## config.mk

```make
export PLATFORM = sky130hd
export DESIGN_NAME = alu_issue
export DESIGN_NICKNAME = d
export VERILOG_FILES = /design/src/rtl/alu_issue_pkg.sv /design/src/rtl/alu_issue_imm_gen.sv /design/src/rtl/alu_issue.sv
export SDC_FILE = /design/constraint.sdc
export NUM_CORES = 1
export LEC_CHECK = 0
export ABC_AREA = 1
export CAP_MARGIN = 20
export CORE_ASPECT_RATIO = 0.9
export CORE_MARGIN = 5
export CORE_UTILIZATION = 43
export DETAILED_ROUTE_END_ITERATION = 8
export PLACE_DENSITY_LB_ADDON = 0.08
export RECOVER_POWER = 25
export SLEW_MARGIN = 20
export SYNTH_ARGS = -nofsm -noshare
export SYNTH_HDL_FRONTEND = slang
export SYNTH_SLANG_ARGS = --single-unit
```

## constraint.sdc

```tcl
create_clock -name clk -period 2 [get_ports clk]
set_clock_uncertainty 0.1 [all_clocks]
set_input_delay 0.3 -clock clk [delete_from_list [all_inputs] [get_ports clk]]
set_output_delay 0.3 -clock clk [all_outputs]
set_load 0.02 [all_outputs]
```

## src/rtl/alu_issue_pkg.sv

```systemverilog
// Shared types and opcode constants for the RV32I ALU issue stage.
package alu_issue_pkg;

  typedef logic [31:0] instruction_t;
  typedef logic [31:0] register_t;

  localparam logic [6:0] OP_R     = 7'b0110011;
  localparam logic [6:0] OP_I     = 7'b0010011;
  localparam logic [6:0] OP_LUI   = 7'b0110111;
  localparam logic [6:0] OP_AUIPC = 7'b0010111;

  typedef enum logic [2:0] {
    CLS_R,
    CLS_I,
    CLS_LUI,
    CLS_AUIPC,
    CLS_BAD
  } op_class_e;

  typedef struct packed {
    logic         valid;
    logic [4:0]   rd;
    instruction_t instr;
  } issue_slot_t;

  function automatic op_class_e classify(input logic [6:0] opcode);
    op_class_e cls;
    unique case (opcode)
      OP_R:     cls = CLS_R;
      OP_I:     cls = CLS_I;
      OP_LUI:   cls = CLS_LUI;
      OP_AUIPC: cls = CLS_AUIPC;
      default:  cls = CLS_BAD;
    endcase
    return cls;
  endfunction

endpackage

```

## src/rtl/alu_issue_imm_gen.sv

```systemverilog
// Immediate generation for the supported RV32I formats (I and U).
module imm_gen
  import alu_issue_pkg::*;
(
  input  instruction_t i_instr,
  output register_t    o_imm_i,
  output register_t    o_imm_u
);

  // Sign-extended I immediate and upper-20 U immediate
  always_comb begin
    o_imm_i = {{20{i_instr[31]}}, i_instr[31:20]};
    o_imm_u = {i_instr[31:12], 12'h000};
  end

endmodule

```

## src/rtl/alu_issue.sv

```systemverilog
// ALU issue stage: decode, RAW stall against S1, forwarding from S2,
// registered ALU operands, writeback and retirement counting.
module alu_issue
  import alu_issue_pkg::*;
(
  input  logic         clk,
  input  logic         rst,
  input  logic         instr_valid,
  output logic         instr_ready,
  input  instruction_t instr,
  input  register_t    instr_pc,
  output logic [4:0]   rs1_addr,
  output logic [4:0]   rs2_addr,
  input  register_t    rs1_data,
  input  register_t    rs2_data,
  output instruction_t alu_instr,
  output register_t    alu_op1,
  output register_t    alu_op2,
  output register_t    alu_pc,
  output logic         alu_enable,
  input  register_t    alu_result,
  output logic         wb_en,
  output logic [4:0]   wb_addr,
  output register_t    wb_data,
  output logic         illegal,
  output logic [31:0]  retired_count
);

  issue_slot_t r_s1;
  logic        r_s2_valid;
  logic [4:0]  r_s2_rd;
  register_t   r_alu_op1;
  register_t   r_alu_op2;
  register_t   r_alu_pc;
  logic        r_illegal;
  logic [31:0] r_retired;

  op_class_e   w_cls;
  logic        w_legal;
  logic        w_use_rs1;
  logic        w_use_rs2;
  logic        w_stall;
  logic        w_fwd1;
  logic        w_fwd2;
  logic        w_accept;
  register_t   w_src1;
  register_t   w_src2;
  register_t   w_imm_i;
  register_t   w_imm_u;
  register_t   w_op1;
  register_t   w_op2;

  imm_gen u_imm_gen (
    .i_instr (instr),
    .o_imm_i (w_imm_i),
    .o_imm_u (w_imm_u)
  );

  assign w_cls    = classify(instr[6:0]);
  assign w_legal  = (w_cls != CLS_BAD);
  assign rs1_addr = instr[19:15];
  assign rs2_addr = instr[24:20];

  // Which source registers the offered instruction actually reads
  always_comb begin
    w_use_rs1 = 1'b0;
    w_use_rs2 = 1'b0;
    unique case (w_cls)
      CLS_R:   begin w_use_rs1 = 1'b1; w_use_rs2 = 1'b1; end
      CLS_I:   w_use_rs1 = 1'b1;
      default: ;
    endcase
  end

  // RAW hazard on S1 stalls; otherwise S2 result is forwarded over the RF read
  always_comb begin
    w_stall = r_s1.valid && (r_s1.rd != '0) &&
              ((w_use_rs1 && (rs1_addr == r_s1.rd)) ||
               (w_use_rs2 && (rs2_addr == r_s1.rd)));
    w_fwd1  = !w_stall && r_s2_valid && (r_s2_rd != '0) && (rs1_addr == r_s2_rd);
    w_fwd2  = !w_stall && r_s2_valid && (r_s2_rd != '0) && (rs2_addr == r_s2_rd);
    w_src1  = w_fwd1 ? alu_result : rs1_data;
    w_src2  = w_fwd2 ? alu_result : rs2_data;
  end

  assign instr_ready = rst && !w_stall;
  assign w_accept    = instr_valid && instr_ready;

  // Operand selection per instruction class
  always_comb begin
    w_op1 = '0;
    w_op2 = '0;
    unique case (w_cls)
      CLS_R:     begin w_op1 = w_src1;  w_op2 = w_src2;  end
      CLS_I:     begin w_op1 = w_src1;  w_op2 = w_imm_i; end
      CLS_LUI,
      CLS_AUIPC: w_op1 = w_imm_u;
      default:   ;
    endcase
  end

  // Pipeline slots: S1 loads on legal accept, S2 always follows S1
  always_ff @(posedge clk or negedge rst) begin
    if (!rst) begin
      r_s1       <= '0;
      r_s2_valid <= 1'b0;
      r_s2_rd    <= '0;
    end else begin
      r_s1.valid <= w_accept && w_legal;
      if (w_accept && w_legal) begin
        r_s1.rd    <= instr[11:7];
        r_s1.instr <= instr;
      end
      r_s2_valid <= r_s1.valid;
      r_s2_rd    <= r_s1.rd;
    end
  end

  // Registered ALU operands, held between legal accepts
  always_ff @(posedge clk or negedge rst) begin
    if (!rst) begin
      r_alu_op1 <= '0;
      r_alu_op2 <= '0;
      r_alu_pc  <= '0;
    end else if (w_accept && w_legal) begin
      r_alu_op1 <= w_op1;
      r_alu_op2 <= w_op2;
      r_alu_pc  <= instr_pc;
    end
  end

  // One-cycle illegal pulse and retirement counter
  always_ff @(posedge clk or negedge rst) begin
    if (!rst) begin
      r_illegal <= 1'b0;
      r_retired <= '0;
    end else begin
      r_illegal <= w_accept && !w_legal;
      if (wb_en) r_retired <= r_retired + 32'd1;
    end
  end

  assign alu_instr     = r_s1.instr;
  assign alu_op1       = r_alu_op1;
  assign alu_op2       = r_alu_op2;
  assign alu_pc        = r_alu_pc;
  assign alu_enable    = r_s1.valid;
  assign wb_en         = r_s2_valid && (r_s2_rd != '0);
  assign wb_addr       = r_s2_rd;
  assign wb_data       = alu_result;
  assign illegal       = r_illegal;
  assign retired_count = r_retired;

endmodule

```

; Yosys cells after proc, flatten, opt, wreduce, memory -nomap -nowiden
; Cells that the tools add are included.
[classes]
muxes = 7
magnitude_cmp = 0
add_sub_neg = 1
eq_ne = 12
reduce_logical = 21
bitwise = 0
div = 0
mul = 0
shift = 0
[op_table]
columns = operator, count
row1 = $pmux W32 S2, 2
row2 = $mux W32, 2
row3 = $add A32 B1 Y32 const B, 1
row4 = $eq A5 B5 Y1, 4
row5 = $eq A7 B5 Y1 const B, 2
row6 = $eq A7 B6 Y1 const B, 2
row7 = $logic_and A1 B1 Y1, 13
row8 = $pmux W3 S4, 1
row9 = $reduce_bool A5 Y1, 2
row10 = $eq A3 B2 Y1 const B, 2
row11 = $reduce_or A2 Y1, 2
row12 = $eq A3 B1 Y1 const B, 1
row13 = $logic_not A3 Y1, 1
row14 = $ne A3 B3 Y1 const B, 1
row15 = $logic_not A1 Y1, 2
row16 = $mux W1, 2
row17 = $logic_or A1 B1 Y1, 1
[word_totals]
mem_bits_ro = 0
wordCells = 51
reg_bits = 173
latch_bits = 0
mem_bits_rw = 0
inputBits = 163
output_inout_bits = 211
memories = 0

; Logic depth before layout (Yosys ltp)
; Gate-level depths: netlist (run 1).
[depth]
depth_word = 14
depth_mapped = 14
depth_no_buf = 13

; Hierarchy
; From an unflattened synthesis (run 1), not the netlist that was laid out.
[unflattened]
hier_cells = 1318
area_unflattened_um2 = 9738.1
[modules_own_cells]
columns = mod, cells_per_inst, n_inst, seq_area_each_um2, area_per_inst_um2
row1 = alu_issue, 1253, 1, 4204.0, 9253.9
row2 = imm_gen, 65, 1, 0.0, 484.2

; Worst setup path after synthesis (run 1)
; No wires, ideal clock.
[synth_timing]
path_type = flip-flop to flip-flop
startpoint = register r_s2_rd[3] (netlist: wb_addr[3])
endpoint = register r_alu_op2[24] (netlist: alu_op2[24])
period_less_slack_ns = 1.877
stages_incl_launch_ff = 11
n_path_buf = 1
arrival_time_ns = 1.660
setup_time_ns = 0.117
path_slack_ns = 0.123
path_cell_list = dfrtp_1 nor3_1 nand2_1 nand2_2 inv_1 clkbuf_1 nand4_1 nand3_1 nand2_1 nand2_1 nand2_1
[synth_between]
elab_chain_len = 5
[synth_lines]
columns = element, line
row1 = start: declaration, alu_issue.sv:31  ; logic [4:0] r_s2_rd;
row2 = start signal: assignment, alu_issue.sv:115  ; r_s2_rd <= r_s1.rd;
row3 = $reduce_bool A5 Y1, alu_issue.sv:81  ; w_fwd2 = !w_stall && r_s2_valid && (r_s2_rd != '0) && (rs2_addr == r_s2_rd);
row4 = $logic_and A1 B1 Y1, alu_issue.sv:81
row5 = $logic_and A1 B1 Y1 *, alu_issue.sv:81
row6 = $mux W32 *, alu_issue.sv:83  ; w_src2 = w_fwd2 ? alu_result : rs2_data;
row7 = $pmux W32 S2 *, alu_issue.sv:93  ; unique case (w_cls)
row8 = end signal: assignment, alu_issue.sv:127  ; r_alu_op2 <= w_op2;
row9 = end: declaration, alu_issue.sv:33  ; register_t r_alu_op2;
; Mark *: on every way between the ends. The rest lies on a longest branch, timed or not.
; A chain may end at the register's enable or synchronous reset.

; Worst setup path after layout (run 1)
[layout_timing]
startpoint = register r_s1[33] (netlist name)
endpoint = register r_alu_op1[8] (netlist: alu_op1[8])
[layout_between]
elab_chain_len = 10
[layout_lines]
columns = element, line
row1 = start: declaration, alu_issue.sv:29  ; issue_slot_t r_s1;
row2 = $eq A5 B5 Y1 (on tied branches), "alu_issue.sv:78, alu_issue.sv:79"
row3 = $logic_and A1 B1 Y1 (on tied branches), "alu_issue.sv:78, alu_issue.sv:79"
row4 = $logic_or A1 B1 Y1, alu_issue.sv:78  ; ((w_use_rs1 && (rs1_addr == r_s1.rd)) ||
row5 = $logic_and A1 B1 Y1 *, alu_issue.sv:77  ; w_stall = r_s1.valid && (r_s1.rd != '0) &&
row6 = $logic_not A1 Y1 *, "alu_issue.sv:80, alu_issue.sv:86"
row7 = $logic_and A1 B1 Y1 (3 in series), alu_issue.sv:80  ; w_fwd1 = !w_stall && r_s2_valid && (r_s2_rd != '0) && (rs1_addr == r_s2_rd);
row8 = $mux W32, alu_issue.sv:82  ; w_src1 = w_fwd1 ? alu_result : rs1_data;
row9 = $pmux W32 S2, alu_issue.sv:93
row10 = end signal: assignment, alu_issue.sv:126  ; r_alu_op1 <= w_op1;
row11 = end: declaration, alu_issue.sv:32  ; register_t r_alu_op1;
; Marked as above.

==> reports/results.tsv, run 1 <==
metric	value	unit
Synthesis Warnings	0	
Critical Path RT	2.23	ns
Mapped Area	8740	um^2
leakage	0.00739	uW
Final Setup Violations	92	
Seq cells post-synth	168	
Synth cell types	31	
hold crit path type	input port to register	
Die ar.	23300	um^2
number of synthesized flops with an enable pin	0	
Min Clock Period, post-route	2.11	ns
worst slew pin tran	0.846	ns
pre-CTS WS	-0.411	ns
vias in the first global route	9053	
Placer Congestion	0.901	
internal power	6730	uW
Die Y	145	um
FMAX	0.474	GHz
CTS Sinks	168	
Post-synth top flop	dfrtp_1	
CTS Buf Count	17	
initial antenna violation count	2	
Synth Instances	1132	
DR vias/cell	5.03	
Port Buffer Count	373	
final instance area	14400	um^2
Synthesized Nets	1296	
synthesis-to-finish area growth	64.6	%
WS Path Type	register to register	
Clock Path Buffers	2	
met2 Usage GRT	48.4	%
Crit. End Element	register	
dpl cell area	13100	um^2
RSZ-0062 raised after global routing	yes	
gr ovfl total	0	
violated checks	setup timing	
asr flop ratio synth	100	%
critical path fanouts, max	6	
clock root buffer	clkbuf_16	
final hold violation count	0	
gr usage total	28.9	%
fin crit share	105	%
grt met1 use	35.6	%
NetSw	2960	uW
die width	160	um
combinational power share	23.2	%
Layout Nets	1708	
status	finished with violations	
sequential area share after synthesis	48.1	%
clock group share of total power	36.8	%
Starting DRT DRC Count	740	
Flop pwr share	40.1	%
CTS tree	built	
Slew Limit Fails	0	
Pwr per Cell Area	673	nW/um^2
non-filler cells, final	1813	
worst ir drop on vdd	0.503	mV
Pre-antenna DRT Iters	5	
first-pass GRT wire length	52700	um
WL final	35500	um
Clock Latency Late Sink	0.44	ns
register-to-register setup slack	-0.11	ns
Max-Cap Viols	0	
Initial Utilization	43.7	%
placed insts	1753	
post-synth top area share	48.1	%
synth cell count leaders	nand2_1, dfrtp_1, inv_1	
Slew HR	43.6	%
Top Usage Layer GRT	met2	
CORE AREA	20000	um^2
hpwl dp	25700	um
Net Sw Frac	30.6	%
IO Count	374	
H-tree depth	4	
post-route ant nets	0	
Synth Area per Inst	7.72	um^2
Total Power	9680	uW
worst setup margin	-0.108	ns
clock-pin slew on the worst setup and hold paths	0.08	ns
top-count cell post-synth	nand2_1	
DR vias	9120	
DRC	0	
pin count of the biggest net entering global routing	106	
Setup crit start kind	register	
Crit path arrival time	2.34	ns
# rows	49	
Synth area leader	dfrtp_1	
M3 GR Usage	8.65	%
ratio of cells with drive above 1 in the final layout	14.8	%
DR WL/cell	19.6	um
top cells by area, synth	dfrtp_1, nand2_1, nand3_1	
==> layout make-up <==
| cell class | count | area (um^2) |
|---|---|---|
| Antenna cell | 1 | 2.50 |
| Clock buffer | 17 | 425 |
| Clock inverter | 15 | 204 |
| Fill cell | 1598 | 5600 |
| Inverter | 121 | 470 |
| Multi-Input combinational cell | 745 | 3740 |
| Sequential cell | 168 | 4220 |
| Tap cell | 255 | 319 |
| Timing Repair Buffer | 491 | 5010 |
==> worst max-delay path, stage by stage (launching register included) <==
cell and delay [ns]:
dfrtp_2 0.46, xnor2_1 0.17, nand2_1 0.08, nor2_2 0.11, nand2_1 0.07, nand2_2 0.10
buf_12 0.11, nand2_8 0.07, nand4_4 0.13, clkinv_8 0.11, buf_12 0.17, clkbuf_16 0.18
nand3_1 0.08, nand2_1 0.05
==> per-stage QoR <==
step / utilization, % / setup TNS [ns] / hold slack (ns)
final: 72.0 / -5.69 / 0.283
after global routing: 72.0 / -17.49 / 0.274
after CTS: 69.7 / -1.16 / 0.273
after detailed placement: 65.6 / -33.67 / 0.316
after global placement: 65.6 / -28.94 / 0.305
after floorplan: - / 0 / -0.0956
==> layer usage <==
layer / share of wire, % / routed length (um)
met5: 0.020 / 7
met4: 3.2 / 1140
met3: 8.9 / 3170
met2: 48 / 17200
met1: 39 / 14000
==> registers in the layout, indices dropped and copies added (netlist names) <==
register       flops
alu_instr         28
retired_count     32
alu_op1           32
illegal            1
r_s2_valid         1
alu_pc            32
wb_addr            5
alu_enable         1
alu_op2           32
r_s1               4
==> final timing paths <==
check                            start               end  depth (start not counted)
min in group asynchronous          rst  retired_count[5]                          3
max reg2reg                   r_s1[33]        alu_op1[8]                         13
min reg2reg                 alu_enable        r_s2_valid                          0
max in group asynchronous          rst        wb_addr[4]                          3
max                           r_s1[33]        alu_op1[8]                         13
min                        instr_pc[9]         alu_pc[9]                          3
==> cells by family after synthesis <==
kind of cell | count (synthesis) | share of synthesized area [%]
AO/OA/AOI/OAI | 42 | 2.92
XOR/XNOR | 47 | 4.71
adder cells (fa/ha/maj) | 1 | 0.143
buffers and inverters | 219 | 12.2
flip-flops | 168 | 48.1
AND/OR/NAND/NOR | 655 | 31.9
==> cell usage in the layout (no fill, tap or decap), types with 2 or more instances in the layout <==
| master | count |
|---|---|
| o211ai_1 | 16 |
| nor3_4 | 3 |
| nand4_1 | 42 |
| nor3_2 | 3 |
| bufinv_16 | 2 |
| xnor2_1 | 24 |
| clkbuf_16 | 21 |
| dfrtp_2 | 10 |
| or2_1 | 3 |
| buf_4 | 91 |
| dlymetal6s2s_1 | 3 |
| nor3_1 | 5 |
| buf_12 | 19 |
| dfrtp_1 | 158 |
| nor2_4 | 3 |
| nor2_2 | 7 |
| inv_1 | 115 |
| nand2_4 | 4 |
| buf_16 | 4 |
| o21ai_0 | 18 |
| inv_8 | 7 |
| clkdlybuf4s50_1 | 357 |
| inv_2 | 4 |
| nand2_1 | 452 |
| dlygate4sd2_1 | 9 |
| nand2_2 | 12 |
| nor2_1 | 18 |
| xor2_1 | 22 |
| clkinv_8 | 3 |
| o21ai_1 | 4 |
| nand3_2 | 22 |
| nand3_1 | 73 |
| a21oi_1 | 2 |
| nand3_4 | 3 |
| clkinvlp_4 | 3 |
==> what timing repair did <==
action	4_1_cts	5_1_grt
setup endpoints to repair	91	140
buffers inserted	5	15
hold buffers	1	0
pin swaps	15	22
hold endpoints to repair	105	0
cloned	3	5
resized for setup	41	77
==> power groups by stage <==
stage | clock [uW] | sequential (uW) | combinational, uW
floorplan | 0 | 4220 | 532
global placement | 0 | 3920 | 2160
detailed placement | 0 | 3920 | 2190
CTS | 3600 | 3880 | 2200
global route | 3760 | 3910 | 2380
finish | 3560 | 3880 | 2240
Power figures use the tool's default switching activity.
==> run 2: changes to the inputs <==
Settings changed: HOLD_SLACK_MARGIN from default to 0.1, PLACE_DENSITY_LB_ADDON 0.08 to 0.2.
==> reports/results.tsv, run 2 (synthesis results as in run 1) <==
metric	value	unit
DR vias/cell	5.03	
RSZ-0062 raised after global routing	yes	
hold crit path type	input port to asynchronous set/reset pin	
# rows	49	
Top Usage Layer GRT	met2	
post-route ant nets	0	
worst slew pin tran	0.779	ns
pre-CTS WS	-0.391	ns
Initial Utilization	43.7	%
most frequent cells in the layout	nand2_1, clkdlybuf4s50_1, dfrtp_1	
clock-pin slew on the worst setup and hold paths	0.07	ns
die width	160	um
cells on worst reg2reg path	13	
Layout Nets	1718	
status	finished with violations	
final hold violation count	0	
Die ar.	23300	um^2
Total Power	9630	uW
grt met1 use	36.3	%
met2 Usage GRT	47.8	%
Pwr per Cell Area	670	nW/um^2
final core occ	71.9	%
Final Setup Violations	3	
Clock Path Buffers	2	
critical path fanouts, max	9	
Critical Path RT	2.27	ns
fin crit share	101	%
Setup crit start kind	input port	
CTS tree	built	
Die Y	145	um
most common cell after layout, fill and taps aside	nand2_1	
Placer Congestion	0.910	
ratio of cells with drive above 1 in the final layout	15.2	%
register-to-register setup slack	-0.01	ns
Crit path arrival time	2.28	ns
Max-Cap Viols	0	
synthesis-to-finish area growth	64.4	%
CORE AREA	20000	um^2
FMAX	0.496	GHz
Crit. End Element	register	
Pre-antenna DRT Iters	5	
clock root buffer	clkbuf_16	
Clock Latency Late Sink	0.43	ns
Setup crit start	instr[4]	
DR WL/cell	19.6	um
worst ir drop on vdd	0.488	mV
Port Buffer Count	373	
WL final	35800	um
violated checks	setup timing	
initial antenna violation count	2	
gr usage total	28.9	%
Slew Limit Fails	0	
IO Count	374	
hpwl dp	27100	um
WS Path Type	input port to register	
leakage	0.00734	uW
CTS Sinks	168	
first-pass GRT wire length	52500	um
Min Clock Period, post-route	2.02	ns
worst setup margin	-0.0181	ns
Starting DRT DRC Count	614	
DRC	0	
gr ovfl total	0	
pin count of the biggest net entering global routing	109	
Slew HR	48.1	%
H-tree depth	4	
non-filler cells, final	1823	
Reg-to-Reg Start	r_s1[35]	
DR vias	9177	
Crit Reg-Reg Endpoint	alu_op1[0]	
M3 GR Usage	8.65	%
vias in the first global route	9041	
CTS Buf Count	17	
placed insts	1764	
-- run 2: area by class of cell --
cell class                      count  area, um^2
Clock buffer                       18         439
Timing Repair Buffer              500        5090
Tap cell                          255         319
Fill cell                        1557        5610
Antenna cell                        1        2.50
Timing Repair inverter              1        20.0
Inverter                          121         469
Multi-Input combinational cell    745        3640
Sequential cell                   168        4220
Clock inverter                     14         178
-- run 2: timing repair --
item	4_1_cts	5_1_grt
gates cloned	0	9
hold buffers	1	0
gates resized for setup	32	74
endpoints found under the setup margin	26	97
hold endpoints to repair	168	0
pin swaps	5	12
setup buffers	2	14
-- run 2: worst max path at each step --
stage	end	slack (ns)	depth (start not counted)
2_1_floorplan	alu_op2[24]	0.12	10
3_3_place_gp	alu_op2[9]	-0.36	11
3_5_place_dp	alu_op1[31]	-0.39	15
4_1_cts	instr_ready	-0.04	8
5_1_grt	alu_op2[10]	-0.15	10
6_report	alu_op1[0]	-0.02	12
-- run 2: report_power, final --
group / switching (uW) / total [uW] / internal (uW)
logic: 1120 / 2250 / 1130
registers: 228 / 3890 / 3670
clock network: 1550 / 3490 / 1940
total: 2900 / 9630 / 6740
-- run 2: critical path, cell delays in order --
cell	delay [ns]
clkdlybuf4s50_1	0.48
inv_1	0.06
nor2_2	0.12
nand3_2	0.12
buf_4	0.18
nand2_1	0.15
nand4_4	0.24
buf_12	0.22
inv_16	0.09
clkbuf_16	0.16
nand3_1	0.08
nand2_1	0.07
-- run 2: layer usage --
metal,share of wire [%],up-vias
met2,48,439
met3,9.2,51
met4,2.9,2
li1,-,4338
met1,40,4347
met5,0.034,-
-- run 2: stage by stage --
stage | area [um^2] | hold WS, ns | TNS (ns)
after CTS | 13900 | 0.161 | -0.0441
final | 14400 | 0.161 | -0.0339
after global placement | 13200 | 0.0352 | -35.88
after floorplan | 8740 | -0.0956 | 0
after detailed placement | 13200 | 0.0358 | -40.60
after global routing | 14400 | 0.170 | -9.46
